===== config.mk =====
export PLATFORM = sky130hd
export DESIGN_NAME = slave_read_arbiter
export DESIGN_NICKNAME = d
export VERILOG_FILES = /design/src/rtl/slave_read_arbiter.sv
export SDC_FILE = /design/constraint.sdc
export NUM_CORES = 1
export LEC_CHECK = 0
export CAP_MARGIN = 10
export CORE_MARGIN = 2
export CORE_UTILIZATION = 45
export DETAILED_ROUTE_END_ITERATION = 8
export GPL_TIMING_DRIVEN = 0
export PLACE_DENSITY = 0.72
export SLEW_MARGIN = 20
export SYNTH_ARGS = -nofsm -noshare
export SYNTH_HDL_FRONTEND = slang
export SYNTH_SLANG_ARGS = --single-unit

===== constraint.sdc =====
create_clock -name ACLK -period 3.1 [get_ports ACLK]
set_clock_uncertainty 0.1 [all_clocks]
set_input_delay 0.62 -clock ACLK [delete_from_list [all_inputs] [get_ports ACLK]]
set_output_delay 0.62 -clock ACLK [all_outputs]
set_load 0.03 [all_outputs]

===== src/rtl/slave_read_arbiter.sv =====
// -----------------------------------------------------------------------------
// slave_read_arbiter
//
// Round-robin read-channel arbiter for one slave. Several masters request the
// slave through REQ. One master wins and keeps the slave from the address
// phase through the last beat of its read burst. After that the arbiter goes
// back to IDLE and arbitrates again.
//
// Parameters
//   NUM_M     number of competing masters
//   ID_W      width of the encoded grant index (must be >= clog2(NUM_M))
//
// Ports
//   ACLK      clock; all state changes on its rising edge
//   ARESET    asynchronous, active-high reset
//   REQ       per-master read request for this slave
//   ARREADY_S slave accepts the read address
//   RVALID_S  slave drives valid read data
//   RLAST_S   last beat of the read burst
//   RREADY_M  per-master read-data ready
//   GRANT     one-hot grant (all zero when idle)
//   GRANT_ID  encoded index of the granted master (0 when idle)
//   ARVALID_S request forwarded to the slave while in ADDR
//   BUSY      high while a transaction owns the slave (ADDR or DATA)
// -----------------------------------------------------------------------------
module slave_read_arbiter #(
  parameter int NUM_M = 3,
  parameter int ID_W  = 2
) (
  input  logic             ACLK,
  input  logic             ARESET,
  input  logic [NUM_M-1:0] REQ,
  input  logic             ARREADY_S,
  input  logic             RVALID_S,
  input  logic             RLAST_S,
  input  logic [NUM_M-1:0] RREADY_M,
  output logic [NUM_M-1:0] GRANT,
  output logic [ID_W-1:0]  GRANT_ID,
  output logic             ARVALID_S,
  output logic             BUSY
);

  typedef enum logic [1:0] {
    IDLE = 2'd0,
    ADDR = 2'd1,
    DATA = 2'd2
  } state_t;

  state_t           state, state_nxt;
  logic [NUM_M-1:0] grant_nxt;
  logic [ID_W-1:0]  grant_id_nxt;
  logic [ID_W-1:0]  last_granted, last_granted_nxt;

  logic             rr_found;
  logic [ID_W-1:0]  rr_winner;

  // Round-robin search. It starts one past the last granted master and wraps
  // modulo NUM_M. The first requester found wins, so at most one bit of the
  // grant is ever set.
  always_comb begin
    // NOTE: every variable assigned in a combinational block gets a default
    // first, otherwise paths that skip the assignment infer a latch.
    rr_found  = 1'b0;
    rr_winner = '0;
    for (int i = 0; i < NUM_M; i++) begin
      if (!rr_found && REQ[(int'(last_granted) + 1 + i) % NUM_M]) begin
        rr_found  = 1'b1;
        rr_winner = ID_W'((int'(last_granted) + 1 + i) % NUM_M);
      end
    end
  end

  // The slave sees the granted master's live request only during the address
  // phase. When that request drops, ARVALID_S falls in the same cycle.
  assign ARVALID_S = (state == ADDR) && REQ[GRANT_ID];
  assign BUSY      = (state != IDLE);

  // Next-state and next-grant logic
  always_comb begin
    state_nxt        = state;
    grant_nxt        = GRANT;
    grant_id_nxt     = GRANT_ID;
    last_granted_nxt = last_granted;

    unique case (state)
      IDLE: begin
        if (rr_found) begin
          state_nxt            = ADDR;
          grant_nxt            = '0;
          grant_nxt[rr_winner] = 1'b1;
          grant_id_nxt         = rr_winner;
          // The rotation pointer moves only when a grant is actually issued.
          last_granted_nxt     = rr_winner;
        end
      end

      ADDR: begin
        if (!REQ[GRANT_ID]) begin
          // The requester withdrew before the handshake. Release the slave
          // but keep the rotation pointer as it is.
          state_nxt    = IDLE;
          grant_nxt    = '0;
          grant_id_nxt = '0;
        end else if (ARREADY_S) begin
          state_nxt = DATA;
        end
      end

      DATA: begin
        // The grant is held against all new requests until the granted master
        // accepts the last beat.
        if (RVALID_S && RREADY_M[GRANT_ID] && RLAST_S) begin
          state_nxt    = IDLE;
          grant_nxt    = '0;
          grant_id_nxt = '0;
        end
      end

      default: begin
        state_nxt    = IDLE;
        grant_nxt    = '0;
        grant_id_nxt = '0;
      end
    endcase
  end

  // State register. Reset aborts any transaction at once, without a clock.
  // It also makes master 0 the first priority by pointing the rotation at
  // the last master.
  always_ff @(posedge ACLK or posedge ARESET) begin
    if (ARESET) begin
      state        <= IDLE;
      GRANT        <= '0;
      GRANT_ID     <= '0;
      last_granted <= ID_W'(NUM_M - 1);
    end else begin
      // NOTE: sequential state uses non-blocking assignments, so all registers
      // update together from values sampled at the same edge.
      state        <= state_nxt;
      GRANT        <= grant_nxt;
      GRANT_ID     <= grant_id_nxt;
      last_granted <= last_granted_nxt;
    end
  end

endmodule

==> reports/metrics.yaml, run 1 <==
run_status:
  outcome: "completed"
global_routing:
  grt_use_met3_pct: 3.48
  first_global_vias: 573
  busiest_layer: "met2"
  antenna_found_initial: 0
  grt_max_degree: 10
  grt_overflow: 0
  grt_pass1_wl_um: 2470
  gr-usage-met1_pct: 25.5
  met2_usage_pct: 25.6
  grtUsageTotal_pct: 18.2
yosys:
  synth-compound-area-share_pct: 26.9
  synth_cell_types: 32
  ys_top_cells_by_count: "dfrtp_1, inv_1, o21ai_0"
  ys_top_cells_by_area: "dfrtp_1, ha_1, mux2i_1"
  syn_nets: 85
  synth-seq-cells: 9
  synth_mux_area_share_pct: 8.12
  syn_inst: 70
  synth_xor_area_share_pct: 0
  synth_async_sr_flop_share_pct: 100
  synth_top_family_by_area: "compound AO/OA/AOI/OAI gates"
  synth_edf_count: 0
  synth_area_um2: 647
  avgSynthCellArea_um2: 9.24
  yosys.area_share.simple_pct: 17.0
  synth.yosys.warnings: 0
  ys.flop_type: "dfrtp_1"
  yosysSeqAreaShare_pct: 35.0
  yosysTopAreaCellShare_pct: 30.9
  synthAdderAreaFrac_pct: 7.74
  synth_largest_area_cell: "dfrtp_1"
clock_tree:
  htree_num_levels: 1
  cts_tree: "done"
  hold_buffers: 0
  cts.sinks: 9
  clock_latency_ns: 0.26
  numCtsBuffers: 3
  root_buffer: "clkbuf_4"
  clk_path_buf_depth: 2
  clkTransAtPathRegs_ns: 0.06
worst_setup_path:
  cp_max_fo: 7
  r2r_slack_ns: 0.81
  worst_path_max_delay_cell: "clkdlybuf4s50_1"
  path_cells: "clkdlybuf4s50_1, mux2i_1, o22a_1, nor3b_2, dlygate4sd2_1"
  worstPathRequired_ns: 2.38
  cp.arrival_ns: 2.23
  endpoint_kind: "primary output"
  rr_startpoint: "last_granted[1]$_DFFE_PP1P_"
  start_kind: "input pin"
  critPathKind: "input pin to primary output"
  worst-r2r-cell-count: 7
  slowest_delay_ns: 0.58
  timing.rr.end: "GRANT[2]$_DFFE_PP0P_"
drt:
  vias: 603
  drc: 0
  drtPass1Iterations: 4
  wire_per_inst_um: 13.0
  routed_wl_um: 1360
  drt-initial-drc-count: 22
  ant_nets: 0
  routed_via_density: 5.74
cells_and_area:
  area_delta_synth_final_pct: 32.3
  final_nets: 106
  fill_cells: 116
  drive_above_1_share_pct: 8.89
  final_util_pct: 65.0
  antenna_cells: 0
sta:
  finalHoldViolations: 0
  slew_headroom_pct: 76.4
  fin_tns_setup_ns: 0
  clock.fmax_mhz: 339
  tightest_slew_ns: 0.353
  drv_slew: 0
  min_period_ns: 2.95
  final.period_utilization_pct: 95.1
  rsz0062_at_grt: "false"
  setup_ws_ns: 0.153
  setup_viol: 0
die:
  die_w_um: 41.9
  initial_core_util_pct: 49.1
  core_um2: 1320
  die_height_um: 41.9
  std_cell_rows: 13
  dieArea_um2: 1760
  io_pins: 18
hold_path:
  hold_path.class: "register to register"
  min-delay-start: "GRANT[1]$_DFFE_PP0P_"
  holdPathStages: 1
  hold-path-endpoint: "GRANT[1]$_DFFE_PP0P_"
power_and_ir_drop:
  power.leakage_nw: 0.376
  vdd_drop_max_uv: 537
  power.density_nw_per_um2: 877
placed_design:
  dp_slack_ns: -0.304
  dp_hpwl_um: 1050
  routabilityCongestion: 0.844
  portBuffers: 16
run:
  maxCapViolations: 0
[through the flow]
| stage | hold WS [ns] | area [um2] | cells | total power [mW] |
|---|---|---|---|---|
| after floorplan | 0.345 | 647 | 70 | 0.529 |
| after global placement | 0.369 | 826 | 101 | 0.656 |
| after detailed placement | 0.368 | 826 | 101 | 0.662 |
| after CTS | 0.378 | 851 | 105 | 0.749 |
| after global routing | 0.420 | 856 | 105 | 0.816 |
| final | 0.394 | 856 | 105 | 0.751 |
[cells by family (layout without fill, tap and decap cells)]
logic type	after synthesis	after routing
AOI/OAI and AO/OA	24	24
and+or+nand+nor	19	19
DFF	9	9
buffers and inverters	9	29
muxes	5	5
adders and majority gates	4	4
[routing by layer]
metal	routed length, um	part of all wire [%]	vias to the layer above
li1	-	-	303
met1	665	49	278
met2	602	44	17
met3	63	4.6	5
met4	29	2.1	0
met5	0	0	-
[area by class of cell]
cell class	instances	area (um2)	area share, %
Sequential cell	9	226	26.5
Buffer	1	3.75	0.439
Multi-Input combinational cell	52	392	45.8
Inverter	8	30.0	3.51
Tap cell	15	18.8	2.19
Clock buffer	4	26.3	3.07
Timing Repair Buffer	16	159	18.6
[cell usage in the layout, fill, tap and decap left out, types with 2 or more instances in the layout]
cell type and count:
a211o_1 2, ha_1 4, mux2_2 2, inv_1 8, clkbuf_4 3, a21oi_1 2
nand2_1 4, nor2b_1 4, o21ai_0 5, mux2i_1 3, clkbuf_1 2, clkdlybuf4s50_1 15
a21o_1 3, nor2_1 3, a211oi_1 2, dfrtp_1 8
[flip-flops by register name, summed over array words and instances, names as in the netlist]
signal,cells
GRANT,3
GRANT_ID,2
last_granted,2
state,2
[timing repair]
action / CTS / global route
cloned: 0 / 0
gates resized for setup: 1 / 1
endpoints found under the setup margin: 1 / 1
setup buffers: 0 / 0
[worst max-delay path: cells and delay by family]
family,cells,cell delay (ns)
simple gates,1,0.26
compound gates,1,0.23
buf+inv,2,1.02
mux,1,0.10
[how the worst max path moves through the flow]
| stage | start | endpoint | slack [ns] | cells after the start |
|---|---|---|---|---|
| 5_1_grt | REQ[0] | ARVALID_S | 0.05 | 5 |
| 6_report | REQ[0] | ARVALID_S | 0.15 | 5 |
| 2_1_floorplan | REQ[1] | ARVALID_S | 0.40 | 4 |
| 3_3_place_gp | REQ[0] | ARVALID_S | -0.27 | 5 |
| 3_5_place_dp | REQ[0] | ARVALID_S | -0.30 | 5 |
| 4_1_cts | REQ[0] | ARVALID_S | 0.03 | 5 |
[where the power goes]
| group | leakage [nW] | switching, mW | total, mW | internal [mW] |
|---|---|---|---|---|
| Clock | 0.0150 | 0.0381 | 0.0875 | 0.0494 |
| Combinational | 0.246 | 0.261 | 0.466 | 0.205 |
| Sequential | 0.115 | 0.0359 | 0.197 | 0.161 |
Note: power is estimated with default switching activity, not from simulation.
==> run 2: changes to the inputs <==
CAP_MARGIN = 20   (was 10)
clock period = 3.3 ns   (was 3.1 ns; I/O delays follow)
==> reports/metrics.yaml, run 2 (same netlist as run 1, synthesis figures left out) <==
drt:
  drt-initial-drc-count: 26  # was 22
  drc: 0  # unchanged
  routed_via_density: 5.78  # was 5.74
  drtPass1Iterations: 4  # unchanged
  vias: 607  # was 603
  ant_nets: 0  # unchanged
  routed_wl_um: 1360  # about the same
  wire_per_inst_um: 12.9  # was 13.0 um
die:
  initial_core_util_pct: 49.1  # unchanged
  std_cell_rows: 13  # unchanged
  die_height_um: 41.9  # unchanged
  io_pins: 18  # unchanged
  core_um2: 1320  # unchanged
  die_w_um: 41.9  # unchanged
  dieArea_um2: 1760  # unchanged
power_and_ir_drop:
  seqPwrFrac_pct: 26.3  # about the same
  power_mw: 0.704  # was 0.751 mW
  p_int_mw: 0.389  # was 0.415 mW
  power.leakage_nw: 0.374  # was 0.376 nW
  vdd_drop_max_uv: 504  # was 537 uV
  p_sw_share_pct: 44.8  # was 44.6%
  power.density_nw_per_um2: 827  # was 877 nW/um2
  netSwitchingPower_mw: 0.315  # was 0.335 mW
  pwr-share-clk_pct: 11.7  # about the same
  pwr-share-comb_pct: 62.1  # about the same
hold_path:
  hold-path-endpoint: "state[0]$_DFFE_PP0P_"  # was GRANT[1]$_DFFE_PP0P_
  holdPathStages: 1  # unchanged
  min-delay-start: "state[1]$_DFFE_PP0P_"  # was GRANT[1]$_DFFE_PP0P_
  hold_path.class: "register to register"  # unchanged
placed_design:
  dpl.cell_count: 101  # unchanged
  portBuffers: 16  # unchanged
  routabilityCongestion: 0.844  # unchanged
  dp_hpwl_um: 1050  # unchanged
run_status:
  outcome: "completed"  # unchanged
clock_tree:
  post_cts_buffers: 0  # unchanged
  root_buffer: "clkbuf_4"  # unchanged
  cts_tree: "done"  # unchanged
  clkTransAtPathRegs_ns: 0.05  # was 0.06 ns
  clk_path_buf_depth: 2  # unchanged
  post_cts_resized: 1  # unchanged
  htree_num_levels: 1  # unchanged
  cts.sinks: 9  # unchanged
  numCtsBuffers: 3  # unchanged
  hold_buffers: 0  # unchanged
  clock_latency_ns: 0.26  # about the same
worst_setup_path:
  path_buf_inv: 2  # unchanged
  start_kind: "input pin"  # unchanged
  slowest_delay_ns: 0.58  # about the same
  path_cells: "clkdlybuf4s50_1, mux2i_1, o22a_1, nor3b_1, dlygate4sd2_1"  # was clkdlybuf4s50_1, mux2i_1, o22a_1, nor3b_2, dlygate4sd2_1
  rr_startpoint: "last_granted[1]$_DFFE_PP1P_"  # unchanged
  cp.arrival_ns: 2.39  # was 2.23 ns
  worstPathRequired_ns: 2.54  # was 2.38 ns
  worst-r2r-cell-count: 7  # unchanged
  endpoint_kind: "primary output"  # unchanged
  r2r_slack_ns: 1.01  # was 0.81 ns
  cp_top_family: "buffers and inverters"  # unchanged
  worst_path_max_delay_cell: "clkdlybuf4s50_1"  # unchanged
  timing.rr.end: "GRANT[2]$_DFFE_PP0P_"  # unchanged
  cp_max_fo: 7  # unchanged
  critPathKind: "input pin to primary output"  # unchanged
sta:
  fin_tns_setup_ns: 0  # unchanged
  finalHoldViolations: 0  # unchanged
  tightest_slew_ns: 0.416  # was 0.353 ns
  final.period_utilization_pct: 95.4
  drv_slew: 0  # unchanged
  slew_headroom_pct: 72.2  # was 76.4%
  rsz0062_at_grt: "false"  # unchanged
  setup_viol: 0  # unchanged
  hold_ws_ns: 0.389  # was 0.394 ns
  clock.fmax_mhz: 318
  min_period_ns: 3.15
cells_and_area:
  largest_register_ffs: 3  # unchanged
  area_delta_synth_final_pct: 31.5  # was 32.3%
  regMostFlops: "GRANT"  # unchanged
  final_common_cell: "clkdlybuf4s50_1"  # unchanged
  antenna_cells: 0  # unchanged
  final_nets: 106  # unchanged
  final_cell_mix: "clkdlybuf4s50_1, dfrtp_1, inv_1"  # unchanged
  drive_above_1_share_pct: 7.78  # was 8.89%
  finalNonFillerCells: 105  # unchanged
run:
  maxCapViolations: 0  # unchanged
global_routing:
  grt_overflow: 0  # unchanged
  antenna_found_initial: 0  # unchanged
  grtUsageTotal_pct: 18.2  # unchanged
  first_global_vias: 573  # unchanged
  grt_pass1_wl_um: 2470  # unchanged
  grt_max_degree: 10  # unchanged
==> run 2: cell count changes in the layout (fill, tap and decap cells not counted) <==
cell,delta
nor3b_1,+1
nor3b_2,-1
==> run 2: stage by stage <==
step | area, um2 | setup WS, ns | util (%)
detailed placement | 826 | -0.184 | 62.7
global placement | 826 | -0.147 | 62.7
floorplan | 647 | 0.519 | -
global route | 851 | 0.0414 | 64.6
CTS | 851 | 0.152 | 64.6
finish | 851 | 0.152 | 64.6
==> run 2: power groups by stage <==
| stage | logic (mW) | clock network (mW) | registers (mW) |
|---|---|---|---|
| final | 0.437 | 0.0822 | 0.185 |
| after detailed placement | 0.436 | 0 | 0.186 |
| after CTS | 0.434 | 0.0851 | 0.185 |
| after global placement | 0.430 | 0 | 0.186 |
| after floorplan | 0.285 | 0 | 0.212 |
| after global routing | 0.479 | 0.0914 | 0.192 |
==> run 2: area by class of cell <==
| class | count | area, um2 |
|---|---|---|
| clock buffers | 4 | 26.3 |
| well taps | 15 | 18.8 |
| multi-input cells | 52 | 387 |
| plain buffers | 1 | 3.75 |
| fillers | 116 | 467 |
| inverters | 8 | 30.0 |
| repair buffers | 16 | 159 |
| flip-flops and latches | 9 | 226 |
==> run 2: worst max path at each step <==
stage            from        end  slack (ns)  depth (start not counted)
3_3_place_gp   REQ[0]  ARVALID_S       -0.15                          5
3_5_place_dp   REQ[0]  ARVALID_S       -0.18                          5
5_1_grt        REQ[0]  ARVALID_S        0.04                          5
2_1_floorplan  REQ[1]  ARVALID_S        0.52                          4
4_1_cts        REQ[0]  ARVALID_S        0.15                          5
6_report       REQ[0]  ARVALID_S        0.15                          5
==> run 2: metal layers <==
metal / track usage, % / wire length, um
met1: 25.5 / 653
met3: 3.48 / 87
met4: 11.0 / 29
met5: 0 / 0
met2: 25.6 / 586
